### src/rtl/change_to_valid_pulse.sv
`default_nettype none
// +--------------------------------------------------------------------------+
// | change_to_valid_pulse: turns level changes or forced refreshes into       |
// | rate-limited, coalesced one-cycle valid pulses carrying the new value.    |
// | Revision: 1.0                                                              |
// +--------------------------------------------------------------------------+
module change_to_valid_pulse #(
  parameter type T          = logic,
  parameter int  MinGap     = 4,
  parameter T    ResetValue = T'('0)
) (
  input  logic clk_i,
  input  logic rst_ni,
  input  logic en_i,
  input  T     data_i,
  input  logic force_i,
  output logic valid_o,
  output T     data_o,
  output logic pending_o,
  output logic coalesced_o
);

  localparam int GW = (MinGap > 1) ? $clog2(MinGap) : 1;

  if (MinGap < 1) begin : g_min_gap_check
    $error("change_to_valid_pulse: MinGap must be >= 1");
  end

  T            last_q, last_d;
  T            data_q, data_d;
  logic [GW-1:0] gap_q, gap_d;
  logic        fpend_q, fpend_d;
  logic        valid_q, valid_d;
  logic        coal_q, coal_d;

  logic chg, trig, gap_active;

  assign gap_active = (gap_q != '0);
  assign chg        = en_i && (data_i != last_q);
  assign trig       = chg || (en_i && (force_i || fpend_q));
  assign pending_o  = gap_active && trig;

  always_comb begin
    valid_d = 1'b0;
    coal_d  = 1'b0;
    data_d  = data_q;
    last_d  = last_q;
    gap_d   = gap_q;
    fpend_d = fpend_q;

    if (!gap_active) begin
      if (trig) begin
        valid_d = 1'b1;
        data_d  = data_i;
        last_d  = data_i;
        gap_d   = GW'(MinGap - 1);
        fpend_d = 1'b0;
      end
    end else begin
      // Data is not captured during the gap: gap end re-samples live data_i.
      gap_d = gap_q - GW'(1);
      if (en_i && force_i) fpend_d = 1'b1;
      if (trig)            coal_d  = 1'b1;
    end

    if (!en_i) fpend_d = 1'b0;
  end

  always_ff @(posedge clk_i or negedge rst_ni) begin
    if (!rst_ni) begin
      valid_q <= 1'b0;
      coal_q  <= 1'b0;
      data_q  <= ResetValue;
      last_q  <= ResetValue;
      gap_q   <= '0;
      fpend_q <= 1'b0;
    end else begin
      valid_q <= valid_d;
      coal_q  <= coal_d;
      data_q  <= data_d;
      last_q  <= last_d;
      gap_q   <= gap_d;
      fpend_q <= fpend_d;
    end
  end

  assign valid_o     = valid_q;
  assign data_o      = data_q;
  assign coalesced_o = coal_q;

endmodule
`default_nettype wire

### config.mk
export PLATFORM = sky130hd
export DESIGN_NAME = change_to_valid_pulse
export DESIGN_NICKNAME = d
export VERILOG_FILES = /design/src/rtl/change_to_valid_pulse.sv
export SDC_FILE = /design/constraint.sdc
export NUM_CORES = 1
export LEC_CHECK = 0
export ABC_AREA = 0
export ABC_CLOCK_PERIOD_IN_PS = 1400
export BUFFER_PORTS_ARGS = -buffer_cell sky130_fd_sc_hd__clkbuf_2
export CORE_AREA = 2 2 39 41
export CTS_CLUSTER_DIAMETER = 200
export DETAILED_ROUTE_END_ITERATION = 6
export DIE_AREA = 0 0 41 43
export PLACE_DENSITY = 0.54
export SLEW_MARGIN = 15
export SYNTH_ARGS = -nofsm -noshare
export SYNTH_HDL_FRONTEND = slang
export SYNTH_SLANG_ARGS = --single-unit
### constraint.sdc
create_clock -name clk_i -period 1.4 [get_ports clk_i]
set_input_delay 0.28 -clock clk_i [delete_from_list [all_inputs] [get_ports clk_i]]
set_output_delay 0.28 -clock clk_i [all_outputs]
set_load 0.005 [all_outputs]
==> flow_summary_export.csv <==
group,metric,value,unit
outcome,status,"finished with violations",
outcome,violations,"negative setup slack",
final_layout,multiInputGateArea,134,um^2
synth,synth-xor-area-share,0.0614,
final_layout,diodes,0,
synth,syn_area,285,um^2
sta,finalMaxSlewViolations,0,
die,initial_core_util,0.206,
final_layout,final_nets,51,
worst_setup_path,cp-end-kind,"primary output",
worst_setup_path,cp_max_fo,2,
sta,period_share,1.08,
sta,fin_hold_ws,292,ps
die,die_x,41,um
flow_run,drv_cap,0,
routing,postRouteAntennaNets,0,
worst_setup_path,crit_path_start_kind,"flop",
routing,wirelength,629,um
final_layout,finalNonFillerCells,59,
worst_setup_path,r2r_cells,5,
grt,grt_pass1_wl,1120,um
power_and_ir_drop,power_density,2120,nW/um^2
power_and_ir_drop,power.switching,315,uW
placed_design,io_buffers,8,
routing,vias,264,
sta,worst-slew-pin-transition,297,ps
worst_setup_path,crit_arrival,1230,ps
routing,firstDrtPassIters,4,
synth,synth.area.mux_share,0.0746,
routing,wl_per_cell,10.7,um
worst_hold_path,hold_class,"input port to flop",
grt,antenna_found_initial,0,
synth,syn_inst,26,
clock_tree,cts_buffers,3,
placed_design,place.detailed.hpwl,476,um
grt,grt.total_usage,0.102,
synth,ys_ff_latch,6,
power_and_ir_drop,p_int,588,uW
sta,fmax,664,MHz
power_and_ir_drop,clkPwrFrac,0.189,
die,ios,9,
grt,grt_overflow_total,0,
worst_hold_path,holdCritStartpoint,"data_i",
clock_tree,clk_pin_slew_worst_paths,50,ps
synth,synth_adder_area_share,0.0439,
synth,synth.avg_cell_area,11.0,um^2
synth,yosysSeqAreaShare,0.526,
routing,drc_errors,0,
synth,yosysWarnings,0,
synth,synth_compound_area_frac,0.114,
sta,slew_headroom,0.800,
final_layout,register_area,150,um^2
clock_tree,clk_latency,250,ps
placed_design,place_inst,52,
worst_setup_path,critical_path_class,"flop to primary output",
sta,setup_tns,-107,ps
worst_hold_path,min_path_cells,2,
clock_tree,cts_tree,"yes",
synth,synth_top_family_by_area,"simple AND/OR/NAND/NOR gates",
synth,synth.distinct_cells,14,
grt,grt_max_degree,7,
sta,fin_ws,-107,ps
die,die_area,1760,um^2
clock_tree,clock-sinks,6,
placed_design,routabilityCongestion,0.746,
die,core-area,1380,um^2
worst_setup_path,r2r_start,"gap_q[0]",
clock_tree,cts-root-buf,"clkbuf_4",
synth,synth_nets,32,
routing,vias_per_cell,4.47,
die,rows,14,
power_and_ir_drop,p_leak,0.212,nW
clock_tree,clock_path_buffers,2,
clock_tree,htree_levels,1,
worst_setup_path,cp_data_required_time,1120,ps
sta,min_period,1510,ps
die,die_h,43,um
power_and_ir_drop,p_comb_frac,0.495,
grt,grt_pass1_vias,253,
sta,finalSetupViolations,1,
power_and_ir_drop,p_sw_frac,0.349,
power_and_ir_drop,ir_worst_vdd,0.578,mV
sta,fin_skew,4.05,ps
power_and_ir_drop,pwr-share-seq,0.316,
final_layout,syn2layout_area_growth,49.1,%
synth,synth_simple_gate_area_frac,0.140,
routing,drt_iter0_drc,8,
final_layout,fillers,145,
worst_setup_path,crit_start,"data_o",
sta,grt_setup_unrepaired,"yes",
sta,hold_viol_final,0,
final_layout,drive_gt1_frac,0.465,
[stage by stage]
stage	power (mW)	worst slack [ps]	util	cell area [um^2]
floorplan	0.517	20.2	-	288
global placement	0.657	41.6	0.262	363
detailed placement	0.665	15.3	0.262	363
CTS	0.893	-151	0.302	418
global route	0.982	-184	0.307	425
finish	0.903	-107	0.307	425
[critical path: stages (launching register included)]
cell	delay [ps]
dfrtp_1	380
xor2_1	160
o31ai_2	250
nor2_2	70
clkbuf_2	120
[cell type report]
type / instances / share of cell area
Inverter: 3 / 0.0265
Tap cell: 16 / 0.0471
Multi-Input combinational cell: 17 / 0.315
Sequential cell: 6 / 0.353
Timing Repair Buffer: 14 / 0.206
Clock buffer: 3 / 0.0529
[what timing repair did]
action,4_1_cts,5_1_grt
resized for setup,2,0
endpoints found under the setup margin,2,2
pin swaps,2,1
hold buffers,1,0
buffers inserted,2,1
hold endpoints to repair,6,0
[cells by family after synthesis]
group | Yosys count
xor gates and xnor gates | 2
muxes | 2
buffers and inverters | 3
DFF | 6
AOI/OAI and AO/OA | 4
and+or+nand+nor | 8
adders and majority gates | 1
[placed cells by master, fill, tap and decap left out]
| master | synthesis | routed |
|---|---|---|
| clkbuf_2 | 0 | 8 |
| dfrtp_1 | 6 | 6 |
| buf_4 | 0 | 5 |
| inv_1 | 3 | 3 |
| nand2_1 | 3 | 3 |
| clkbuf_4 | 0 | 3 |
| xor2_1 | 2 | 2 |
| nor2_1 | 3 | 2 |
| o31ai_2 | 0 | 1 |
| nor2_2 | 0 | 1 |
| mux2_2 | 1 | 1 |
| or4b_1 | 1 | 1 |
| mux2i_1 | 1 | 1 |
| o32ai_1 | 1 | 1 |
| a211oi_1 | 1 | 1 |
| nor3b_1 | 1 | 1 |
| o311ai_0 | 1 | 1 |
| ha_2 | 0 | 1 |
| dlygate4sd3_1 | 0 | 1 |
[worst paths after layout]
kind                        endpoint  slack [ps]
min in group asynchronous   gap_q[1]         380
hold reg to reg             gap_q[0]         580
hold / removal                data_o         290
setup / recovery           pending_o        -110
max in group asynchronous     data_o         860
setup reg to reg            gap_q[1]          20
[sequential cells by signal (all words and copies together) (netlist names)]
signal,flops
valid_o,1
coalesced_o,1
data_o,1
gap_q,2
fpend_q,1
[per-layer routing]
layer | up-vias | part of all wire | track usage
li1 | 127 | - | -
met1 | 117 | 0.44 | 0.121
met2 | 16 | 0.42 | 0.134
met3 | 4 | 0.094 | 0.0314
met4 | 0 | 0.041 | 0.100
met5 | - | 0 | 0
[Yosys cell counts]
library cell / n / area (um^2)
a211oi_1: 1 / 7.51
mux2_2: 1 / 11.3
nor3b_1: 1 / 7.51
o31ai_1: 1 / 7.51
inv_1: 3 / 11.3
xor2_1: 2 / 17.5
nor2_1: 3 / 11.3
dfrtp_1: 6 / 150
nand2_1: 3 / 11.3
ha_1: 1 / 12.5
mux2i_1: 1 / 10.0
o32ai_1: 1 / 8.76
or4b_1: 1 / 10.0
o311ai_0: 1 / 8.76
[power by group through the flow]
stage          registers [mW]  logic [mW]  clock network, mW
5_1_grt                 0.294       0.502              0.187
3_3_place_gp            0.292       0.365                  0
3_5_place_dp            0.295       0.370                  0
4_1_cts                 0.286       0.430              0.176
2_1_floorplan           0.288       0.229                  0
6_report                0.285       0.447              0.171
(Power assumes the default switching activity.)
